===== config.mk =====
export PLATFORM = sky130hd
export DESIGN_NAME = pipeline_ctrl_flat
export DESIGN_NICKNAME = d
export VERILOG_FILES = /design/src/rtl/pipeline_ctrl_pkg.sv /design/src/rtl/pipeline_ctrl_if.sv /design/src/rtl/pipeline_ctrl_fwd_unit.sv /design/src/rtl/pipeline_ctrl.sv /design/src/flat_wrapper.sv
export SDC_FILE = /design/constraint.sdc
export NUM_CORES = 1
export LEC_CHECK = 0
export CAP_MARGIN = 20
export CORE_MARGIN = 4
export CORE_UTILIZATION = 28
export DETAILED_ROUTE_END_ITERATION = 8
export GPL_ROUTABILITY_DRIVEN = 0
export PLACE_DENSITY = 0.83
export SLEW_MARGIN = 40
export SYNTH_ARGS = -nofsm -noshare
export SYNTH_HDL_FRONTEND = slang
export SYNTH_SLANG_ARGS = --single-unit

===== constraint.sdc =====
create_clock -name clk -period 1.6 [get_ports clk]
set_input_delay 0.16 -clock clk [delete_from_list [all_inputs] [get_ports clk]]
set_output_delay 0.16 -clock clk [all_outputs]
set_load 0.02 [all_outputs]

===== src/rtl/pipeline_ctrl_pkg.sv =====
// Shared types and constants for the pipeline hazard controller.
// Used by pipeline_ctrl and fwd_unit.
package pipe_ctrl_pkg;

    typedef enum logic [1:0] {
        RUN        = 2'd0,
        LOAD_STALL = 2'd1,
        MD_BUSY    = 2'd2
    } ctrl_state_e;

    typedef enum logic [1:0] {
        FWD_RF  = 2'b00,
        FWD_MEM = 2'b01,
        FWD_WB  = 2'b10
    } fwd_sel_e;

    localparam logic [4:0] REG_ZERO = 5'd0;

    // True when a stage writes a real register whose index equals src.
    function automatic logic writes_src(input logic       reg_wr,
                                        input logic [4:0] rd,
                                        input logic [4:0] src);
        return reg_wr && (rd != REG_ZERO) && (rd == src);
    endfunction

endpackage


===== src/rtl/pipeline_ctrl_if.sv =====
// Hazard-controller bus: stage register indices in, stall/flush/forward controls out.
// master = pipeline datapath, slave = pipeline_ctrl.
interface pipeline_ctrl_if;
    logic [4:0] id_rs1;
    logic [4:0] id_rs2;
    logic       id_use_rs1;
    logic       id_use_rs2;
    logic [4:0] ex_rs1;
    logic [4:0] ex_rs2;
    logic [4:0] ex_rd;
    logic       ex_is_load;
    logic       ex_md_start;
    logic       ex_br_taken;
    logic [4:0] mem_rd;
    logic [4:0] wb_rd;
    logic       mem_reg_wr;
    logic       wb_reg_wr;

    logic       stall_pc;
    logic       stall_ifid;
    logic       stall_idex;
    logic       bubble_idex;
    logic       bubble_exmem;
    logic       flush_ifid;
    logic [1:0] fwd_a;
    logic [1:0] fwd_b;
    logic       md_done;

    modport master (
        output id_rs1, id_rs2, id_use_rs1, id_use_rs2,
        output ex_rs1, ex_rs2, ex_rd, ex_is_load, ex_md_start, ex_br_taken,
        output mem_rd, wb_rd, mem_reg_wr, wb_reg_wr,
        input  stall_pc, stall_ifid, stall_idex, bubble_idex, bubble_exmem,
        input  flush_ifid, fwd_a, fwd_b, md_done
    );

    modport slave (
        input  id_rs1, id_rs2, id_use_rs1, id_use_rs2,
        input  ex_rs1, ex_rs2, ex_rd, ex_is_load, ex_md_start, ex_br_taken,
        input  mem_rd, wb_rd, mem_reg_wr, wb_reg_wr,
        output stall_pc, stall_ifid, stall_idex, bubble_idex, bubble_exmem,
        output flush_ifid, fwd_a, fwd_b, md_done
    );
endinterface


===== src/rtl/pipeline_ctrl_fwd_unit.sv =====
// Combinational ALU operand forwarding select for one EX source register.
// MEM result beats WB result; x0 is never forwarded.
module fwd_unit
    import pipe_ctrl_pkg::*;
(
    input  logic [4:0] rs,
    input  logic [4:0] mem_rd,
    input  logic       mem_reg_wr,
    input  logic [4:0] wb_rd,
    input  logic       wb_reg_wr,
    output fwd_sel_e   sel
);

    always_comb begin
        sel = FWD_RF;
        if (writes_src(mem_reg_wr, mem_rd, rs)) begin
            sel = FWD_MEM;
        end else if (writes_src(wb_reg_wr, wb_rd, rs)) begin
            sel = FWD_WB;
        end
    end

endmodule


===== src/rtl/pipeline_ctrl.sv =====
// Central hazard controller for the 5-stage RV32 pipeline: load-use stalls,
// taken-branch flushes, forwarding, and mul/div EX occupancy when PIPE_MULDIV_EN is defined.
module pipeline_ctrl
    import pipe_ctrl_pkg::*;
#(
    parameter int unsigned MD_LAT = 4
) (
    input logic           clk,
    input logic           rst_n,
    pipeline_ctrl_if.slave bus
);

    ctrl_state_e state;
    logic        load_use;
    logic        md_busy;
    logic        md_last;
    logic        md_start;
    fwd_sel_e    sel_a;
    fwd_sel_e    sel_b;

    assign load_use = (state == RUN) && bus.ex_is_load && (bus.ex_rd != REG_ZERO) &&
                      ((bus.id_use_rs1 && (bus.id_rs1 == bus.ex_rd)) ||
                       (bus.id_use_rs2 && (bus.id_rs2 == bus.ex_rd)));

`ifdef PIPE_MULDIV_EN
    logic [3:0] md_cnt;

    assign md_busy  = (state == MD_BUSY);
    assign md_last  = md_busy && (md_cnt == 4'd0);
    assign md_start = (state == RUN) && bus.ex_md_start && !bus.ex_br_taken;
`else
    logic unused_md;

    assign md_busy   = 1'b0;
    assign md_last   = 1'b0;
    assign md_start  = 1'b0;
    assign unused_md = ^{bus.ex_md_start, 4'(MD_LAT)};
`endif

    always_ff @(posedge clk or negedge rst_n) begin
        if (!rst_n) begin
            state <= RUN;
`ifdef PIPE_MULDIV_EN
            md_cnt <= '0;
`endif
        end else if (bus.ex_br_taken) begin
            state <= RUN;
        end else begin
            case (state)
                RUN: begin
                    if (md_start) begin
                        state <= MD_BUSY;
`ifdef PIPE_MULDIV_EN
                        md_cnt <= 4'(MD_LAT - 1);
`endif
                    end else if (load_use) begin
                        state <= LOAD_STALL;
                    end
                end
                LOAD_STALL: state <= RUN;
`ifdef PIPE_MULDIV_EN
                MD_BUSY: begin
                    if (md_last) begin
                        state <= RUN;
                    end else begin
                        md_cnt <= md_cnt - 4'd1;
                    end
                end
`endif
                default: state <= RUN;
            endcase
        end
    end

    // Outputs are combinational so the pipeline registers see them before the
    // edge they act on; reset forces every control to its inactive value.
    always_comb begin
        bus.stall_pc     = 1'b0;
        bus.stall_ifid   = 1'b0;
        bus.stall_idex   = 1'b0;
        bus.bubble_idex  = 1'b0;
        bus.bubble_exmem = 1'b0;
        bus.flush_ifid   = 1'b0;
        bus.md_done      = 1'b0;
        if (!rst_n) begin
            bus.stall_pc = 1'b0;
        end else if (bus.ex_br_taken) begin
            bus.flush_ifid  = 1'b1;
            bus.bubble_idex = 1'b1;
        end else if (md_busy) begin
            bus.bubble_exmem = 1'b1;
            if (md_last) begin
                bus.md_done = 1'b1;
            end else begin
                bus.stall_pc   = 1'b1;
                bus.stall_ifid = 1'b1;
                bus.stall_idex = 1'b1;
            end
        end else if (load_use) begin
            bus.stall_pc    = 1'b1;
            bus.stall_ifid  = 1'b1;
            bus.bubble_idex = 1'b1;
        end
    end

    fwd_unit u_fwd_a (
        .rs         (bus.ex_rs1),
        .mem_rd     (bus.mem_rd),
        .mem_reg_wr (bus.mem_reg_wr),
        .wb_rd      (bus.wb_rd),
        .wb_reg_wr  (bus.wb_reg_wr),
        .sel        (sel_a)
    );

    fwd_unit u_fwd_b (
        .rs         (bus.ex_rs2),
        .mem_rd     (bus.mem_rd),
        .mem_reg_wr (bus.mem_reg_wr),
        .wb_rd      (bus.wb_rd),
        .wb_reg_wr  (bus.wb_reg_wr),
        .sel        (sel_b)
    );

    assign bus.fwd_a = rst_n ? sel_a : '0;
    assign bus.fwd_b = rst_n ? sel_b : '0;

    a_md_br_exclusive : assert property (@(posedge clk) disable iff (!rst_n)
        !(bus.ex_md_start && bus.ex_br_taken));

endmodule


===== src/flat_wrapper.sv =====
// flat-port wrapper written by rule: the top's interface ports become plain ports
module pipeline_ctrl_flat import pipe_ctrl_pkg::*;
#(
    parameter int unsigned MD_LAT = 4
)
  (clk, rst_n, bus_id_rs1, bus_id_rs2, bus_id_use_rs1, bus_id_use_rs2, bus_ex_rs1, bus_ex_rs2, bus_ex_rd, bus_ex_is_load, bus_ex_md_start, bus_ex_br_taken, bus_mem_rd, bus_wb_rd, bus_mem_reg_wr, bus_wb_reg_wr, bus_stall_pc, bus_stall_ifid, bus_stall_idex, bus_bubble_idex, bus_bubble_exmem, bus_flush_ifid, bus_fwd_a, bus_fwd_b, bus_md_done);
  pipeline_ctrl_if bus_i ();
  input logic clk;
  input logic rst_n;
  input wire logic [$bits(bus_i.id_rs1)-1:0] bus_id_rs1;
  input wire logic [$bits(bus_i.id_rs2)-1:0] bus_id_rs2;
  input wire logic [$bits(bus_i.id_use_rs1)-1:0] bus_id_use_rs1;
  input wire logic [$bits(bus_i.id_use_rs2)-1:0] bus_id_use_rs2;
  input wire logic [$bits(bus_i.ex_rs1)-1:0] bus_ex_rs1;
  input wire logic [$bits(bus_i.ex_rs2)-1:0] bus_ex_rs2;
  input wire logic [$bits(bus_i.ex_rd)-1:0] bus_ex_rd;
  input wire logic [$bits(bus_i.ex_is_load)-1:0] bus_ex_is_load;
  input wire logic [$bits(bus_i.ex_md_start)-1:0] bus_ex_md_start;
  input wire logic [$bits(bus_i.ex_br_taken)-1:0] bus_ex_br_taken;
  input wire logic [$bits(bus_i.mem_rd)-1:0] bus_mem_rd;
  input wire logic [$bits(bus_i.wb_rd)-1:0] bus_wb_rd;
  input wire logic [$bits(bus_i.mem_reg_wr)-1:0] bus_mem_reg_wr;
  input wire logic [$bits(bus_i.wb_reg_wr)-1:0] bus_wb_reg_wr;
  output wire logic [$bits(bus_i.stall_pc)-1:0] bus_stall_pc;
  output wire logic [$bits(bus_i.stall_ifid)-1:0] bus_stall_ifid;
  output wire logic [$bits(bus_i.stall_idex)-1:0] bus_stall_idex;
  output wire logic [$bits(bus_i.bubble_idex)-1:0] bus_bubble_idex;
  output wire logic [$bits(bus_i.bubble_exmem)-1:0] bus_bubble_exmem;
  output wire logic [$bits(bus_i.flush_ifid)-1:0] bus_flush_ifid;
  output wire logic [$bits(bus_i.fwd_a)-1:0] bus_fwd_a;
  output wire logic [$bits(bus_i.fwd_b)-1:0] bus_fwd_b;
  output wire logic [$bits(bus_i.md_done)-1:0] bus_md_done;
  assign bus_i.id_rs1 = bus_id_rs1;
  assign bus_i.id_rs2 = bus_id_rs2;
  assign bus_i.id_use_rs1 = bus_id_use_rs1;
  assign bus_i.id_use_rs2 = bus_id_use_rs2;
  assign bus_i.ex_rs1 = bus_ex_rs1;
  assign bus_i.ex_rs2 = bus_ex_rs2;
  assign bus_i.ex_rd = bus_ex_rd;
  assign bus_i.ex_is_load = bus_ex_is_load;
  assign bus_i.ex_md_start = bus_ex_md_start;
  assign bus_i.ex_br_taken = bus_ex_br_taken;
  assign bus_i.mem_rd = bus_mem_rd;
  assign bus_i.wb_rd = bus_wb_rd;
  assign bus_i.mem_reg_wr = bus_mem_reg_wr;
  assign bus_i.wb_reg_wr = bus_wb_reg_wr;
  assign bus_stall_pc = bus_i.stall_pc;
  assign bus_stall_ifid = bus_i.stall_ifid;
  assign bus_stall_idex = bus_i.stall_idex;
  assign bus_bubble_idex = bus_i.bubble_idex;
  assign bus_bubble_exmem = bus_i.bubble_exmem;
  assign bus_flush_ifid = bus_i.flush_ifid;
  assign bus_fwd_a = bus_i.fwd_a;
  assign bus_fwd_b = bus_i.fwd_b;
  assign bus_md_done = bus_i.md_done;
  pipeline_ctrl #(.MD_LAT(MD_LAT)) u_core (.clk(clk), .rst_n(rst_n), .bus(bus_i));
endmodule

==> summary.md, run 1 <==
| Metric | Value |
|---|---|
| Post-Syn Instances | `64` |
| DIE WIDTH | `~51 microns` |
| Die ar. | `2570 sq um` |
| Data arrival, critical path | `roughly 1500 ps` |
| Latest clock arrival within the worst-skew pair | `0 ps` |
| Worst setup SP type | `input pin` |
| Period Utilization, post-route | `104%` |
| Violated checks | `setup timing` |
| Maxcap violations | `0` |
| Peak VDD IR | `approximately 0.00017 V` |
| Final Setup Violations | `3` |
| Overall power | `339 uW` |
| Share of layout cells above drive strength 1 | `a little over half` |
| Dpl cell area | `about 1200 sq um` |
| Initial antenna violation count | `0` |
| Clock skew | `0 ps` |
| Cell area after layout | `1310 sq um` |
| Min Tclk post-route | `about 1700 ps` |
| Starting Density | `between 20 and 30%` |
| Most common cell after layout, fill and taps aside | `buf_4` |
| Synth Register Bits | `1` |
| Row cnt | `15` |
| Worst reg-to-reg path cell count | `3` |
| Max Fclk | `604 MHz` |
| Total GRT Usage | `about a fifth` |
| Number of flip-flops in the largest register | `1` |
| Leak Pwr | `0.000610 uW` |
| Vias | `764` |
| Post-CTS Hold Buffers | `0` |
| Power Density | `between 200 and 300 nW/um^2` |
| Crit path capture type | `primary output` |
| Die Y | `just over 50 microns` |
| Most frequent cells in the layout | `31 x buf_4, 13 x xor2_1, 11 x dlygate4sd2_1` |
| Vias in the first global route | `828` |
| WP data required | `1440 ps` |
| Syn Area/Cell | `roughly 8.0 sq um` |
| Clock-pin transition on the worst setup and hold timing paths | `0 ps` |
| Dpl cells | `between 150 and 200` |
| Congestion Overflow GR | `0` |
| Synth Warn # | `0` |
| Min-Delay Path Class | `in2async` |
| Post-layout nets | `about 190` |
| Synthesized area | `about 500 sq um` |
| DRC Markers | `0` |
| Vias per std cell | `around 4.7` |
| Outcome | `finished, violations left` |
| Non-filler instance count after layout | `between 150 and 200` |
| HPWL Detailed | `about 2.1 mm` |
| Worst Slack Setup Final | `-56.1 ps` |
| Layout Area Growth over Synthesis | `157%` |
| Pre-CTS setup slack | `-826 ps` |
| Top reg by flops | `u_core.state` |
| Synth cell types | `22` |
| Per-cell routed wire length | `approximately 16 microns` |
| Critical path type | `in2out` |
| I/O Pins | `55` |
| Area of the core | `approximately 1700 sq um` |
| Final hold violation count | `0` |
| Input/output buffers | `50` |
| Largest net degree at the start of global routing | `7` |
| Antenna-violating nets left | `0` |
| Total Wirelength | `~2.6 mm` |
| Crit-path max FO | `2` |
| Total iterations of the first detailed-routing run | `4` |
| Final Max Slew Viols | `0` |
| Initial drt markers | `13` |
| Largest regs | `u_core.state: 1 flops` |
| RSZ-0062 raised after global routing | `yes` |
| # diodes | `0` |
| First-pass GRT wire length | `3.82 mm` |
| Seq/Total Area, Yosys | `around 5%` |
## stage by stage
stage / setup TNS [ps] / utilization, % / hold WS [ps]
global placement: -5420 / 69.9 / 476
floorplan: 0 / - / -136
CTS: -77.6 / 70.8 / 198
finish: -92.7 / 75.9 / 199
detailed placement: -5900 / 69.9 / 465
global route: -262 / 75.9 / 219
## cell type report
class                   instances  area (sq um)
repair buffers                 77           642
multi-input cells              61           612
flip-flops and latches          1          25.0
well taps                      25          31.3
fillers                       132           417
## power breakdown
group / total [uW] / switching [uW] / internal, uW / leakage, uW
registers: 26.1 / 0.133 / 26.0 / 0.0000139
clock network: 0 / 0 / 0 / 0
logic: 313 / 141 / 172 / 0.000596
## cells in the mapped netlist (all sizes together)
library cell	instances	share of area [%]
nand3	3	2.9
o21ai	1	1.7
nand3b	1	1.5
nor2	1	0.73
or4	3	5.1
xnor2	10	17
o21bai	1	1.5
xor2	20	34
nand4b	1	1.7
nor3	4	3.9
and2	4	4.9
o211ai	1	1.5
nor4	5	7.4
nor4b	1	1.7
buf	4	5.9
dfrtp	1	4.9
a32oi	1	1.7
nand2	1	0.73
conb	1	0.73
## per-layer routing
| layer | wire (microns) | track usage [%] | part of all wire (%) |
|---|---|---|---|
| met3 | 76 | 1.48 | 2.9 |
| met2 | 1450 | 37.2 | 56 |
| met5 | 0 | 0 | 0 |
| met1 | 1050 | 23.3 | 40 |
| met4 | 15 | 3.59 | 0.58 |
## timing repair
action,CTS,global route
buffers inserted,2,2
pin swaps,26,22
setup endpoints to repair,9,7
hold endpoints to repair,0,0
resized for setup,132,39
## critical path, cell delays in order
cell and delay (ps):
buf_6 100, or4_4 540, o21ai_4 180, nor4_4 80, nor4_4 270, buf_4 180
## path summary, 6_finish.rpt
path	start	to	slack (ps)
max	bus_mem_rd[0]	bus_fwd_a[1]	-60
min	rst_n	u_core.state[0]$_DFFE_PN0P_	200
max reg2reg	u_core.state[0]$_DFFE_PN0P_	u_core.state[0]$_DFFE_PN0P_	600
min reg2reg	u_core.state[0]$_DFFE_PN0P_	u_core.state[0]$_DFFE_PN0P_	730
max in group asynchronous	rst_n	u_core.state[0]$_DFFE_PN0P_	1300
min in group clk	u_core.state[0]$_DFFE_PN0P_	u_core.state[0]$_DFFE_PN0P_	730
## cell families after synthesis
| family | share of synthesized area, % |
|---|---|
| xor gates and xnor gates | 51.5 |
| other | 0.735 |
| and+or+nand+nor | 30.6 |
| DFF | 4.90 |
| buffers and inverters | 5.88 |
| AOI/OAI and AO/OA | 6.37 |
Power figures use the tool's default switching activity.
==> inputs of run 2 (changes only) <==
Settings changed: CORE_MARGIN 4 to default.
==> run 2 against run 1 <==
The flow still finishes with violations (setup timing). Via count grew 1.8%. First-iteration DRC count grew 23%. Sequential cell count is the same. Cell area grew 1.5%. Combinational power grew 4%. Final cell count grew 0.61%. Fmax grew 0.18%. Critical path depth is the same. Wire length grew 1.9%. Critical endpoint unchanged.
==> summary.md, run 2 (synthesized netlist as in run 1, its figures left out) <==
| Metric | Value |
|---|---|
| Period Utilization, post-route | `103% (-0.19 points)` |
| Leak Pwr | `0.000606 uW (-0.59%)` |
| Min-Delay Path Class | `in2async` |
| Total GRT Usage | `23.9% (+4.5 points)` |
| Die Y | `44.7 microns (-12%)` |
| Top reg by flops | `u_core.state` |
| HPWL Detailed | `1.85 mm (-14%)` |
| Power Density | `265 nW/um^2 (+2.4%)` |
| Worst setup SP type | `input pin` |
| Total iterations of the first detailed-routing run | `4 (unchanged)` |
| Per-cell routed wire length | `15.9 microns (+1.2%)` |
| Share of layout cells above drive strength 1 | `52.1% (-1.8 points)` |
| Antenna-violating nets left | `0 (unchanged)` |
| Number of flip-flops in the largest register | `1 (unchanged)` |
| CP max-delay cell | `or4_4` |
| Post-CTS Hold Buffers | `0 (unchanged)` |
| Largest regs | `u_core.state: 1 flops` |
| Largest net degree at the start of global routing | `7 (unchanged)` |
| Total Wirelength | `2.63 mm (+1.9%)` |
| Layout Area Growth over Synthesis | `161%` |
| Row cnt | `15 (unchanged)` |
| Vias per std cell | `4.72 (+1.2%)` |
| DRC Markers | `0 (unchanged)` |
| Area of the core | `1730 sq um (unchanged)` |
| Vias | `778 (+1.8%)` |
| WP buf/inv | `2 (unchanged)` |
| # diodes | `0 (unchanged)` |
| Final Max Slew Viols | `0 (unchanged)` |
| Final Setup Violations | `2 (-1)` |
| Outcome | `finished, violations left` |
| Crit-path max FO | `2 (unchanged)` |
| Starting Density | `29.6% (unchanged)` |
| Crit path top cell by count | `nor4_4` |
| Initial drt markers | `16 (+3)` |
| Peak VDD IR | `0.000173 V (+0.90%)` |
| WP data required | `1440 ps (about the same)` |
| R2r setup slk | `500 ps (-100 ps)` |
| RSZ-0062 raised after global routing | `yes` |
| Clock skew | `0 ps (unchanged)` |
| First-pass GRT wire length | `3.52 mm (-7.8%)` |
| Final hold violation count | `0 (unchanged)` |
| Crit path launch | `bus_mem_rd[0]` |
| Max stage delay on crit path | `540 ps (about the same)` |
| Vias in the first global route | `803 (-3.0%)` |
| Violated checks | `setup timing` |
| Input/output buffers | `50 (unchanged)` |
| # fillers | `125 (-5.3%)` |
| Maxcap violations | `0 (unchanged)` |
| Congestion Overflow GR | `0 (unchanged)` |
| I/O Pins | `55 (unchanged)` |
| Most common cell after layout, fill and taps aside | `buf_4` |
| Max Fclk | `605 MHz (+0.18%)` |
| Most frequent cells in the layout | `31 x buf_4, 16 x xor2_1, 11 x dlygate4sd2_1` |
| Min Tclk post-route | `1650 ps (-3.04 ps)` |
| DIE WIDTH | `44.7 microns (-12%)` |
| Critical path type | `in2out` |
| Data arrival, critical path | `1490 ps (about the same)` |
| Dpl cells | `159 (-0.63%)` |
| Crit path capture type | `primary output` |
| Crit path max-delay family | `simple AND/OR/NAND/NOR gates` |
| Non-filler instance count after layout | `165 (+0.61%)` |
| Worst Slack Setup Final | `-53.1 ps (+3.04 ps)` |
| Cell chain of the critical path | `buf_6, or4_4, o21ai_4, nor4_4, nor4_4, buf_4` |
| Die ar. | `2000 sq um (-22%)` |
| Post-layout nets | `186 (+0.54%)` |
| Overall power | `352 uW (+3.9%)` |
| Latest clock arrival within the worst-skew pair | `0 ps (unchanged)` |
| Initial antenna violation count | `0 (unchanged)` |
| FF-to-FF Start | `u_core.state[0]$_DFFE_PN0P_` |
| Clock-pin transition on the worst setup and hold timing paths | `0 ps (unchanged)` |
## run 2: cell types whose count changed in the layout (fill, tap and decap cells not counted), moves of 2 or more
cell	before	now
xnor2_2	0	2
clkbuf_2	5	3
clkdlybuf4s50_1	4	7
xnor2_1	10	8
xor2_1	13	16
xor2_2	7	3
dlymetal6s2s_1	4	2
## run 2: per-stage QoR
step                utilization (%)  hold WS (ps)  TNS, ps  cell area, sq um  setup WS (ps)
floorplan                         -          -136        0               533           32.5
global placement               69.5           484    -5410              1200           -770
detailed placement             69.5           494    -5960              1200           -859
CTS                            72.7           231    -64.4              1250          -64.4
global route                   77.0           242     -354              1330           -105
finish                         77.0           235     -105              1330          -53.1
## run 2: final timing paths
kind	endpoint	depth (start not counted)
worst max-delay path	bus_fwd_a[1]	6
worst min-delay path	u_core.state[0]$_DFFE_PN0P_	2
worst max register to register	u_core.state[0]$_DFFE_PN0P_	4
worst min register to register	u_core.state[0]$_DFFE_PN0P_	4
max in group asynchronous	u_core.state[0]$_DFFE_PN0P_	2
min in group clk	u_core.state[0]$_DFFE_PN0P_	4
## run 2: area by class of cell
cell class | count | area (sq um) | area share [%]
multi-input combinational | 61 | 621 | 46.7
sequential | 1 | 25.0 | 1.88
tap | 25 | 31.3 | 2.35
timing repair buffer | 78 | 653 | 49.1
## run 2: repair_timing
item / in CTS / in global routing
endpoints found under the setup margin: 9 / 8
pin swaps: 24 / 18
setup buffers: 5 / 1
resized for setup: 132 / 35
## run 2: where the power goes
part           total (uW)  leakage, uW  switching (uW)  internal [uW]
combinational         326     0.000592             147            179
clock                   0            0               0              0
sequential           26.1    0.0000139           0.114           26.0
total                 352     0.000606             147            205
## run 2: metal layers
metal  vias to the layer above  GRT usage [%]  wire length (microns)
li1                        367              -                      -
met1                       384           29.7                   1070
met2                        23           45.0                   1440
met3                         4           2.00                     73
met4                         0           4.24                     48
met5                         -              0                      0
